`src/rtl/pc_jump_sequencer.sv`:
```
// Loads the PC from a two-byte pointer in data memory and shares the single read port with fetch.
// Jump commits MEM_LAT+3 cycles after acceptance; fetch gets the port only in IDLE and is not queued.
module pc_jump_sequencer #(
    parameter int ADDR_W  = 16,
    parameter int DATA_W  = 8,
    parameter int MEM_LAT = 1
) (
    input  logic              clk,
    input  logic              reset,
    input  logic              jump_req,
    input  logic [ADDR_W-1:0] jump_addr,
    input  logic              fetch_req,
    input  logic [ADDR_W-1:0] fetch_addr,
    output logic              fetch_grant,
    output logic [ADDR_W-1:0] mem_addr,
    output logic              mem_rd,
    output logic              pc_load,
    output logic              pc_write,
    output logic              busy,
    output logic              done
);

    typedef enum logic [2:0] {
        IDLE,
        ISSUE_LO,
        ISSUE_HI,
        WAIT,
        COMMIT
    } state_t;

    state_t              state_q, state_d;
    logic [ADDR_W-1:0]   ptr_q, ptr_d;
    logic [MEM_LAT-1:0]  issue_q, issue_d;
    logic [MEM_LAT-1:0]  hi_q, hi_d;
    logic                issue_now;
    logic                hi_now;
    logic [DATA_W-1:0]   ptr_lo_unused;

    // Tags travel alongside the reads so pc_load lines up with returning data for any MEM_LAT.
    assign issue_now = (state_q == ISSUE_LO) || (state_q == ISSUE_HI);
    assign hi_now    = (state_q == ISSUE_HI);
    assign issue_d   = MEM_LAT'({issue_q, issue_now});
    assign hi_d      = MEM_LAT'({hi_q, hi_now});

    assign pc_load       = issue_q[MEM_LAT-1];
    assign busy          = (state_q != IDLE);
    assign done          = pc_write;
    assign ptr_lo_unused = ptr_q[DATA_W-1:0];

    always_ff @(posedge clk) begin
        if (reset) begin
            state_q <= IDLE;
            ptr_q   <= '0;
            issue_q <= '0;
            hi_q    <= '0;
        end else begin
            state_q <= state_d;
            ptr_q   <= ptr_d;
            issue_q <= issue_d;
            hi_q    <= hi_d;
        end
    end

    always_comb begin
        state_d     = state_q;
        ptr_d       = ptr_q;
        fetch_grant = 1'b0;
        mem_addr    = fetch_addr;
        mem_rd      = 1'b0;
        pc_write    = 1'b0;
        case (state_q)
            IDLE: begin
                if (jump_req) begin
                    state_d = ISSUE_LO;
                    ptr_d   = jump_addr;
                end else begin
                    fetch_grant = fetch_req;
                    mem_rd      = fetch_req;
                end
            end
            ISSUE_LO: begin
                mem_addr = ptr_q;
                mem_rd   = 1'b1;
                state_d  = ISSUE_HI;
            end
            ISSUE_HI: begin
                mem_addr = ptr_q + ADDR_W'(1);
                mem_rd   = 1'b1;
                state_d  = WAIT;
            end
            WAIT: begin
                // High byte is on the bus this cycle; the load unit captures it now.
                if (hi_q[MEM_LAT-1]) begin
                    state_d = COMMIT;
                end
            end
            COMMIT: begin
                pc_write = 1'b1;
                state_d  = IDLE;
            end
            default: begin
                state_d = IDLE;
            end
        endcase
    end

endmodule

```
`config.mk`:
```
export PLATFORM = sky130hd
export DESIGN_NAME = pc_jump_sequencer
export DESIGN_NICKNAME = d
export VERILOG_FILES = /design/src/rtl/pc_jump_sequencer.sv
export SDC_FILE = /design/constraint.sdc
export NUM_CORES = 1
export LEC_CHECK = 0
export ABC_AREA = 1
export CAP_MARGIN = 5
export CORE_ASPECT_RATIO = 0.75
export CORE_UTILIZATION = 40
export CTS_BUF_LIST = sky130_fd_sc_hd__clkbuf_2
export DETAILED_ROUTE_END_ITERATION = 6
export GPL_TIMING_DRIVEN = 0
export HOLD_SLACK_MARGIN = 0.05
export PLACE_DENSITY_LB_ADDON = 0.1
export SETUP_SLACK_MARGIN = 0.5
export SKIP_LAST_GASP = 1
export SLEW_MARGIN = 0
export SYNTH_ARGS = -nofsm -noshare
export SYNTH_HDL_FRONTEND = slang
export SYNTH_SLANG_ARGS = --single-unit
```
`constraint.sdc`:
```
create_clock -name clk -period 1.3 [get_ports clk]
set_input_delay 0.13 -clock clk [delete_from_list [all_inputs] [get_ports clk]]
set_output_delay 0.13 -clock clk [all_outputs]
set_load 0.03 [all_outputs]
```
==> results of run 1 <==
## cells by family (layout without fill, tap and decap cells)
group           Yosys count  count (layout)  synth area share
xor+xnor                  1               1           0.00594
simple gates            135             135             0.413
compound gates           36              36             0.160
fa+ha+maj                 1               1           0.00848
buf+inv                  40             142             0.127
flops                    21              21             0.285
## Yosys cell counts (all sizes together)
library cell,number,area (um^2)
a21oi,6,33.8
o211ai,5,37.5
nand4,6,37.5
dfxtp,21,420
clkbuf,2,7.51
ha,1,12.5
nand3b,2,15.0
nand3,28,150
or2,2,12.5
inv,31,119
buf,7,61.3
o21ai,11,55.1
nor2,31,134
xor2,1,8.76
nand2,64,250
nor3,2,10.0
a211oi,14,110
## worst paths after layout
kind	from	to	slack, ps	cells after the start
worst max register to register	state_q[2]$_SDFFE_PP0P_	ptr_q[7]$_SDFFE_PP0P_	-250	7
worst min-delay path	reset	ptr_q[11]$_SDFFE_PP0P_	340	2
worst max-delay path	ptr_q[0]$_SDFFE_PP0P_	mem_addr[14]	-790	8
worst min register to register	ptr_q[6]$_SDFFE_PP0P_	ptr_q[6]$_SDFFE_PP0P_	540	2
## power groups by stage
stage,Combinational [mW],Sequential [mW],Clock [mW]
6_report,3.66,1.01,0.332
5_1_grt,3.73,0.999,0.344
4_1_cts,2.71,0.936,0.302
3_5_place_dp,2.08,0.933,0
3_3_place_gp,2.05,0.926,0
2_1_floorplan,1.35,0.916,0
## state kept, by name (all words and copies together) (netlist names)
| signal | count |
|---|---|
| ptr_q | 16 |
| pc_load | 1 |
| hi_q | 1 |
| state_q | 3 |
## final cells by class
class                           count  share of cell area
Clock inverter                      1             0.00156
Sequential cell                    21               0.146
Timing Repair Buffer               98               0.317
Multi-Input combinational cell    173               0.434
Buffer                              9              0.0340
Tap cell                           50              0.0195
Clock buffer                        3             0.00469
Inverter                           31              0.0430
## per-stage QoR
stage                     hold WS [ps]  setup TNS (ps)  setup WS (ps)  area (um^2)
after floorplan                    203           -19.2          -10.1         1660
after global placement             496          -11050           -633         2290
after detailed placement           499          -11550           -653         2290
after CTS                          326          -10080           -489         2680
after global routing               337          -15910           -846         3200
final                              343          -15200           -794         3200
## critical path, delay by kind of cell (launching register included)
| kind | cells | cell delay, ps |
|---|---|---|
| adders and majority gates | 1 | 180 |
| buffers and inverters | 1 | 130 |
| DFF | 1 | 450 |
| and+or+nand+nor | 6 | 850 |
## per-layer routing
metal / vias up / GRT usage
met1: 1161 / 0.374
li1: 980 / -
met3: 98 / 0.0773
met4: 0 / 0.127
met2: 291 / 0.536
met5: - / 0
## cells in the final DEF, fill, tap and decap left out, types with 3 or more instances in the layout
| master | Yosys | layout |
|---|---|---|
| nor2_2 | 1 | 4 |
| a21oi_2 | 1 | 6 |
| nand3_2 | 2 | 8 |
| nor2_4 | 2 | 23 |
| nand2_4 | 1 | 8 |
| nand2_2 | 1 | 19 |
| dfxtp_4 | 0 | 11 |
| nand3_1 | 26 | 12 |
| dfxtp_1 | 21 | 6 |
| nand2_1 | 62 | 37 |
| inv_1 | 29 | 25 |
| a211oi_2 | 1 | 14 |
| nor2_1 | 28 | 4 |
| buf_16 | 0 | 3 |
| buf_6 | 3 | 34 |
| buf_4 | 3 | 28 |
| nand3_4 | 0 | 8 |
| dfxtp_2 | 0 | 4 |
| clkdlybuf4s50_1 | 0 | 35 |
| clkbuf_2 | 0 | 4 |
| buf_12 | 0 | 3 |
| o21ai_1 | 0 | 5 |
| o211ai_1 | 5 | 5 |
| o21ai_0 | 11 | 3 |
| nand4_1 | 6 | 6 |
## repair_timing
action / 4_1_cts / 5_1_grt
pin swaps: 15 / 18
resized for setup: 191 / 110
setup buffers: 16 / 20
setup endpoints to repair: 43 / 43
gates cloned: 5 / 0
==> results.sh, run 1 <==
export IMPL_outcome="complete, but fails checks"
export IMPL_violations="negative setup slack"
export IMPL_final_seq_area_um2=467
export IMPL_cts_buffers=3
export IMPL_route_top_layer_used="met4"
export IMPL_hold_buffers=0
export IMPL_hp_class="in2reg"
export IMPL_critPathKind="reg2out"
export IMPL_power_density_nw_per_um2=1560
export IMPL_die_w_um=72.1
export IMPL_path_max_fanout=7
export IMPL_fill_cells=102
export IMPL_dr_pass1_iters=7
export IMPL_syn_area_um2=1480
export IMPL_swShare=0.497
export IMPL_fin_util=0.941
export IMPL_synth_fp_nets=271
export IMPL_cpMaxStageDelayCell="dfxtp_4"
export IMPL_finalMaxSlewViolations=0
export IMPL_ys_warn_count=0
export IMPL_wl_met2_um=4170
export IMPL_io_buffers=57
export IMPL_antenna_found_initial=0
export IMPL_p_leak_nw=1.33
export IMPL_drive_above_1_share=0.574
export IMPL_clockBufferDepth=2
export IMPL_tritoncts="done"
export IMPL_cts_sinks=21
export IMPL_finalClockSkew_ps=32.8
export IMPL_critPathArrivalTime_ps=1960
export IMPL_met1Wirelength_um=3360
export IMPL_grt_pass1_wl_um=8970
export IMPL_drcViolationCount=0
export IMPL_fin_ws_ps=-794
export IMPL_ys_seq_elements=21
export IMPL_rsz0062_at_grt="true"
export IMPL_wl_per_cell_um=25.0
export IMPL_power_mw=5.00
export IMPL_hold_viol_final=0
export IMPL_cap_violations=0
export IMPL_htreeDepth=1
export IMPL_tightestPinTransition_ps=843
export IMPL_critPathLaunchType="register"
export IMPL_grt_usage=0.309
export IMPL_worstPathCellList="ha_4 -> nand3_4 -> nor2_4 -> nand3_1 -> nand2_1 -> nand3_1 -> nand2_2 -> buf_6"
export IMPL_cp_end_kind="output pin"
export IMPL_drtAntennaViolNets=0
export IMPL_internal_power_mw=2.51
export IMPL_drt_iter0_drc=352
export IMPL_clockPowerShare=0.066
export IMPL_multi_input_area_um2=1390
export IMPL_std_cell_rows=18
export IMPL_grt_start_max_net_pins=13
export IMPL_seq_power_share=0.201
export IMPL_fin_crit_ps=2090
export IMPL_routed_wl_um=9650
export IMPL_timing_final_crit_share=1.61
export IMPL_dp_hpwl_um=3430
export IMPL_clk_latency_ps=380
export IMPL_wl_met3_um=1350
export IMPL_power_frac_comb=0.732
export IMPL_die_area_um2=3940
export IMPL_ys_types=28
export IMPL_synth_seq_area_share=0.285
export IMPL_via_count=2530
export IMPL_path_clk_slew_ps=240
export IMPL_vias_per_cell=6.55
export IMPL_max_clock_freq_mhz=478
export IMPL_overflow=0
export IMPL_grt_pass1_vias=1896
export IMPL_final_setup_viol_count=40
export IMPL_ioPinCount=58
export IMPL_ir_worst_vdd_mv=0.993
export IMPL_relSlewSlack=0.438
export IMPL_dp_cells=341
export IMPL_die_h_um=54.6
export IMPL_start_util=0.434
export IMPL_synth_cells=234
export IMPL_layout_nets=374
export IMPL_diodes=0
export IMPL_clock_root_buffer="clkbuf_2"
export IMPL_crit_top_cell="nand3_1"
export IMPL_cp_required_ps=1170
export IMPL_core_um2=3400
export IMPL_area_growth_pct=117
export IMPL_max_stage_delay_ps=450
export IMPL_gp_congestion=0.853
export IMPL_fin_cells=386
export IMPL_p_switching_mw=2.49
export IMPL_avgSynthCellArea_um2=6.30
No activity file was read; power rests on OpenSTA's default activity.
==> inputs of run 2 (changes only) <==
--- a/config.mk
+++ b/config.mk
@@ -10,6 +10,7 @@
 export CORE_ASPECT_RATIO = 0.75
 export CORE_UTILIZATION = 40
 export CTS_BUF_LIST = sky130_fd_sc_hd__clkbuf_2
+export CTS_CLUSTER_DIAMETER = 40
 export DETAILED_ROUTE_END_ITERATION = 6
 export GPL_TIMING_DRIVEN = 0
 export HOLD_SLACK_MARGIN = 0.05
==> results of run 2 <==
The final DEF is identical to that of run 1; final timing and power are the same.
